$ cat src/rtl/reg_file_sb.sv
`default_nettype none
// reg_file_sb: parametrised register file with two registered read ports, optional
// write-to-read bypass, zero register, and an issue/write-back busy scoreboard.
// Revision: 1.0
module reg_file_sb #(
  parameter int DATA_W   = 32,
  parameter int ADDR_W   = 5,
  parameter bit ZERO_REG = 1'b1,
  parameter bit BYPASS   = 1'b1
) (
  input  logic              Clk,
  input  logic              Reset,
  input  logic              Write,
  input  logic [ADDR_W-1:0] WR,
  input  logic [DATA_W-1:0] WD,
  input  logic              RE,
  input  logic [ADDR_W-1:0] PR1,
  input  logic [ADDR_W-1:0] PR2,
  output logic [DATA_W-1:0] RD1,
  output logic [DATA_W-1:0] RD2,
  input  logic              Issue,
  input  logic [ADDR_W-1:0] IssueRd,
  output logic              Hazard1,
  output logic              Hazard2,
  output logic [ADDR_W:0]   BusyCnt
);

  localparam int DEPTH = 1 << ADDR_W;

  logic [DATA_W-1:0] rf_q [DEPTH];
  logic [DATA_W-1:0] rd1_q, rd1_d, rd2_q, rd2_d;
  logic [DEPTH-1:0]  busy_q, busy_d;
  logic [ADDR_W:0]   cnt_q, cnt_d;
  logic              wr_en, set_en, set_inc, clr_dec;
  logic              zero1, zero2, fwd1, fwd2;

  always_comb begin
    zero1  = ZERO_REG && (PR1 == '0);
    zero2  = ZERO_REG && (PR2 == '0);
    fwd1   = BYPASS && Write && (WR == PR1);
    fwd2   = BYPASS && Write && (WR == PR2);
    wr_en  = Write && !(ZERO_REG && (WR == '0));
    set_en = Issue && !(ZERO_REG && (IssueRd == '0));

    if (zero1)     rd1_d = '0;
    else if (fwd1) rd1_d = WD;
    else           rd1_d = rf_q[PR1];

    if (zero2)     rd2_d = '0;
    else if (fwd2) rd2_d = WD;
    else           rd2_d = rf_q[PR2];

    Hazard1 = busy_q[PR1] && !fwd1 && !zero1;
    Hazard2 = busy_q[PR2] && !fwd2 && !zero2;

    // Set is applied after clear so a same-register issue keeps the bit busy.
    busy_d = busy_q;
    if (Write)  busy_d[WR]      = 1'b0;
    if (set_en) busy_d[IssueRd] = 1'b1;

    set_inc = set_en && !busy_q[IssueRd];
    clr_dec = Write && busy_q[WR] && !(set_en && (IssueRd == WR));
    cnt_d   = cnt_q + (ADDR_W+1)'(set_inc) - (ADDR_W+1)'(clr_dec);
  end

  always_ff @(posedge Clk or posedge Reset) begin
    if (Reset) begin
      for (int i = 0; i < DEPTH; i++) rf_q[i] <= '0;
      rd1_q  <= '0;
      rd2_q  <= '0;
      busy_q <= '0;
      cnt_q  <= '0;
    end else begin
      if (wr_en) rf_q[WR] <= WD;
      if (RE) begin
        rd1_q <= rd1_d;
        rd2_q <= rd2_d;
      end
      busy_q <= busy_d;
      cnt_q  <= cnt_d;
    end
  end

  assign RD1     = rd1_q;
  assign RD2     = rd2_q;
  assign BusyCnt = cnt_q;

endmodule
`default_nettype wire

$ cat config.mk
export PLATFORM = sky130hd
export DESIGN_NAME = reg_file_sb
export DESIGN_NICKNAME = d
export VERILOG_FILES = /design/src/rtl/reg_file_sb.sv
export SDC_FILE = /design/constraint.sdc
export NUM_CORES = 2
export LEC_CHECK = 0
export CORE_MARGIN = 10
export CORE_UTILIZATION = 60
export CTS_BUF_LIST = sky130_fd_sc_hd__clkbuf_4
export DETAILED_ROUTE_END_ITERATION = 10
export PLACE_DENSITY = 0.77
export SYNTH_ARGS = -nofsm -noshare
export SYNTH_HDL_FRONTEND = slang
export SYNTH_SLANG_ARGS = --single-unit
export TNS_END_PERCENT = 50
$ cat constraint.sdc
create_clock -name Clk -period 40.6 [get_ports Clk]
set_input_delay 6.09 -clock Clk [delete_from_list [all_inputs] [get_ports Clk]]
set_output_delay 6.09 -clock Clk [all_outputs]
set_load 0.05 [all_outputs]
==> impl_metrics.tcl <==
set metrics [dict create \
    outcome "completed" \
    synthDistinctLibCells 74 \
    synthesis.area_um2 60800 \
    dieArea_um2 115000 \
    min_from "rf_q[1013]" \
    max-vdd-ir-drop_v 0.0000381 \
    ys.flop_type "dfrtp_1" \
    power.density_nw_per_um2 49.3 \
    cts_tree "built" \
    rrSetupSlack_ns 37.15 \
    slowest_stage "clkdlybuf4s50_1" \
    worstHoldPathCells 0 \
    die_w_um 338 \
    cp-start-kind "primary input" \
    required_ns 34.51 \
    synth_fp_nets 4316 \
    drc 0 \
    synth_seq_area_share_pct 46.3 \
    gp_congestion 0.883 \
    cp_max_fo 94 \
    max_freq_ghz 0.0632 \
    grt_max_degree 159 \
    routed_via_density 7.14 \
    tns_ns 0 \
    path_class "primary input to output pin" \
    grt_pass1_wl_um 285000 \
    period_minus_slack_ns 15.81 \
    r2r_end "BusyCnt[4]" \
    period_share_pct 39.0 \
    drtAntennaViolNets 0 \
    cts-buffers-inserted 316 \
    clk_latency_ns 1.19 \
    hold_violations 0 \
    synth-edff-count 0 \
    cp_cell_sequence "clkbuf_8 -> buf_12 -> or3_4 -> or3_4 -> o211ai_1 -> a31oi_1 -> clkdlybuf4s50_1" \
    yosysWarnings 0 \
    finalSetupViolations 0 \
    rows 116 \
    synth-seq-cells 1126 \
    yosysTopAreaCellShare_pct 46.3 \
    io-pin-count 129 \
    crit_arrival_ns 9.72 \
    cts_sinks 1126 \
    grtUsageTotal_pct 33.2 \
    drive_gt1_share_pct 46.3 \
    start_util_pct 60.7 \
    postSynth.asyncResetShare_pct 100 \
    post-synth-top-count-cell "dfrtp_1" \
    die_h_um 338 \
    drv_cap 0 \
    cpLargestDelayFamily "buffers and inverters" \
    grt_pass1_vias 42900 \
    cts.hold.buffers_added 0 \
    clock-root-buffer "clkbuf_4" \
    cp_common_cell "or3_4" \
    synth_area_leaders "dfrtp_1 46%, mux2_2 18%, mux4_2 17%" \
    wirelength_um 193000 \
    core_area_um2 100000 \
    critPathBufInv 3 \
    total_power_mw 3.25 \
    grt.overflow.total 0 \
    drt_iter0_markers 5210 \
    relSlewSlack_pct 14.7 \
    cts_resized 0 \
    routedWlPerCell_um 32.7 \
    rr_worst_depth 14 \
    numPortBuffers 128 \
    finalClockSkew_ns 0.0979 \
    clk_path_buf_depth 4 \
    dp_hpwl_um 108000 \
    area_growth_pct 8.50 \
    synth_commonest_cells "1,126 x dfrtp_1, 998 x mux2_2, 446 x mux4_2" \
    worstSetupEndpointType "output pin" \
    leakage_nw 29.0 \
    antenna_found_initial 8 \
    whs_endpoint "rf_q[1013]" \
    cts_setup_buffers 0 \
    r2r_start "busy_q[6]" \
    yosys.area.top_type "dfrtp_1" \
    nNetsFinal 4398 \
    num_vias 42100 \
    htree_num_levels 5 \
    min_path_type "flop to flop" \
    path_clk_slew_ns 0.07 \
    synth.avg_cell_area_um2 14.3 \
    rsz0062_at_grt "no" \
    worstMarginPinSlew_ns 1.28 \
    dr.pass1.iters 8 \
    cp_slowest_stage_delay_ns 0.90 \
    synth_cells 4252 \
    report.final.slew_viol_count 0 \
]
## worst reg2reg max path: cells and delay by family (launching register included)
kind / cells / cell delay (ns)
adders and majority gates: 3 / 0.95
xor gates and xnor gates: 1 / 0.12
buffers and inverters: 1 / 0.04
muxes: 2 / 0.62
DFF: 1 / 0.47
AOI/OAI and AO/OA: 3 / 0.49
and+or+nand+nor: 4 / 0.67
## through the flow
| stage | cells | hold slack, ns | instance area (µm²) | utilization (%) | setup slack (ns) |
|---|---|---|---|---|---|
| floorplan | 4252 | 0.441 | 60800 | - | 2.80 |
| global route | 5889 | 0.408 | 66000 | 65.8 | 24.82 |
| finish | 5892 | 0.393 | 66000 | 65.8 | 24.79 |
| CTS | 5879 | 0.396 | 66000 | 65.8 | 24.97 |
| detailed placement | 5373 | 0.383 | 62300 | 62.1 | 24.97 |
| global placement | 5373 | 0.377 | 62300 | 62.1 | 24.99 |
## sequential cells by signal, indices dropped and copies added, names as in the netlist
signal and flops:
RD2 32, rf_q 1024, busy_q 32, BusyCnt 6, RD1 32
## layer usage
metal | track usage (%) | vias to the layer above | wire length, µm
li1 | - | 16600 | -
met1 | 43.4 | 22000 | 71700
met2 | 50.2 | 2752 | 88000
met3 | 8.13 | 748 | 20600
met4 | 19.5 | 2 | 12100
met5 | 0 | - | 13
## layout by cell type (no fill, tap or decap), types with 9 or more instances in the layout
cell             Yosys  routed
nand2_2              0      15
a211oi_1            40      40
o2bb2ai_1           10      10
o221ai_1            18      18
mux4_2             446     446
inv_1               28      25
a22o_1              28      28
a221o_1             10      10
nor2_1              83      63
nor2_4               0      18
a221oi_1            29      29
clkinv_1             0      40
a21oi_1             59      59
nor2b_1             42      39
dfrtp_1           1126    1126
nand2_1            141     126
xnor2_1             11      11
and3_1               9       9
a21o_1              15      15
nand3_1             46      45
o211ai_1            29      29
a31oi_1             19      19
nand4_1             14      14
mux2_2             998     998
clkinv_2             0      11
xor2_1               9       9
o21ai_1             10      10
mux2i_1            269     269
o21ai_0             38      38
o22ai_1             25      25
a22oi_1             62      62
buf_4               38     100
diode_2              0      13
mux2_1              34      34
nor3b_1             10      10
clkdlybuf4s50_1      0     117
clkbuf_4             0     443
a2111oi_0           14      14
## area by class of cell
cell class / count / area, µm²
fillers: 7283 / 34300
multi-input cells: 2630 / 30200
flip-flops and latches: 1126 / 28200
clock buffers: 443 / 3330
repair buffers: 231 / 2120
well taps: 1357 / 1700
clock inverters: 63 / 367
inverters: 29 / 118
diodes: 13 / 32.5
## logic make-up (layout without fill, tap and decap cells)
logic type                 Yosys count  in the layout  synth area share (%)
muxes                             1747           1747                  40.0
and+or+nand+nor                    388            388                  3.06
buffers and inverters              496            766                  4.46
DFF                               1126           1126                  46.3
xor gates and xnor gates            20             20                 0.288
adders and majority gates            7              7                 0.156
AOI/OAI and AO/OA                  468            468                  5.69
other                                0             13                     0
## how the worst max path moves through the flow
stage | from | end | cells after the start
6_report | PR2[1] | Hazard2 | 7
5_1_grt | PR2[1] | Hazard2 | 7
4_1_cts | PR2[1] | Hazard2 | 7
3_5_place_dp | PR2[1] | Hazard2 | 7
3_3_place_gp | PR2[1] | Hazard2 | 7
2_1_floorplan | Reset | BusyCnt[0] | 1
## power by group
group	total (mW)	switching, mW	internal (mW)
Sequential	1.51	0.170	1.34
Combinational	0.744	0.335	0.409
Clock	1.00	0.480	0.523
(Power assumes the default switching activity.)
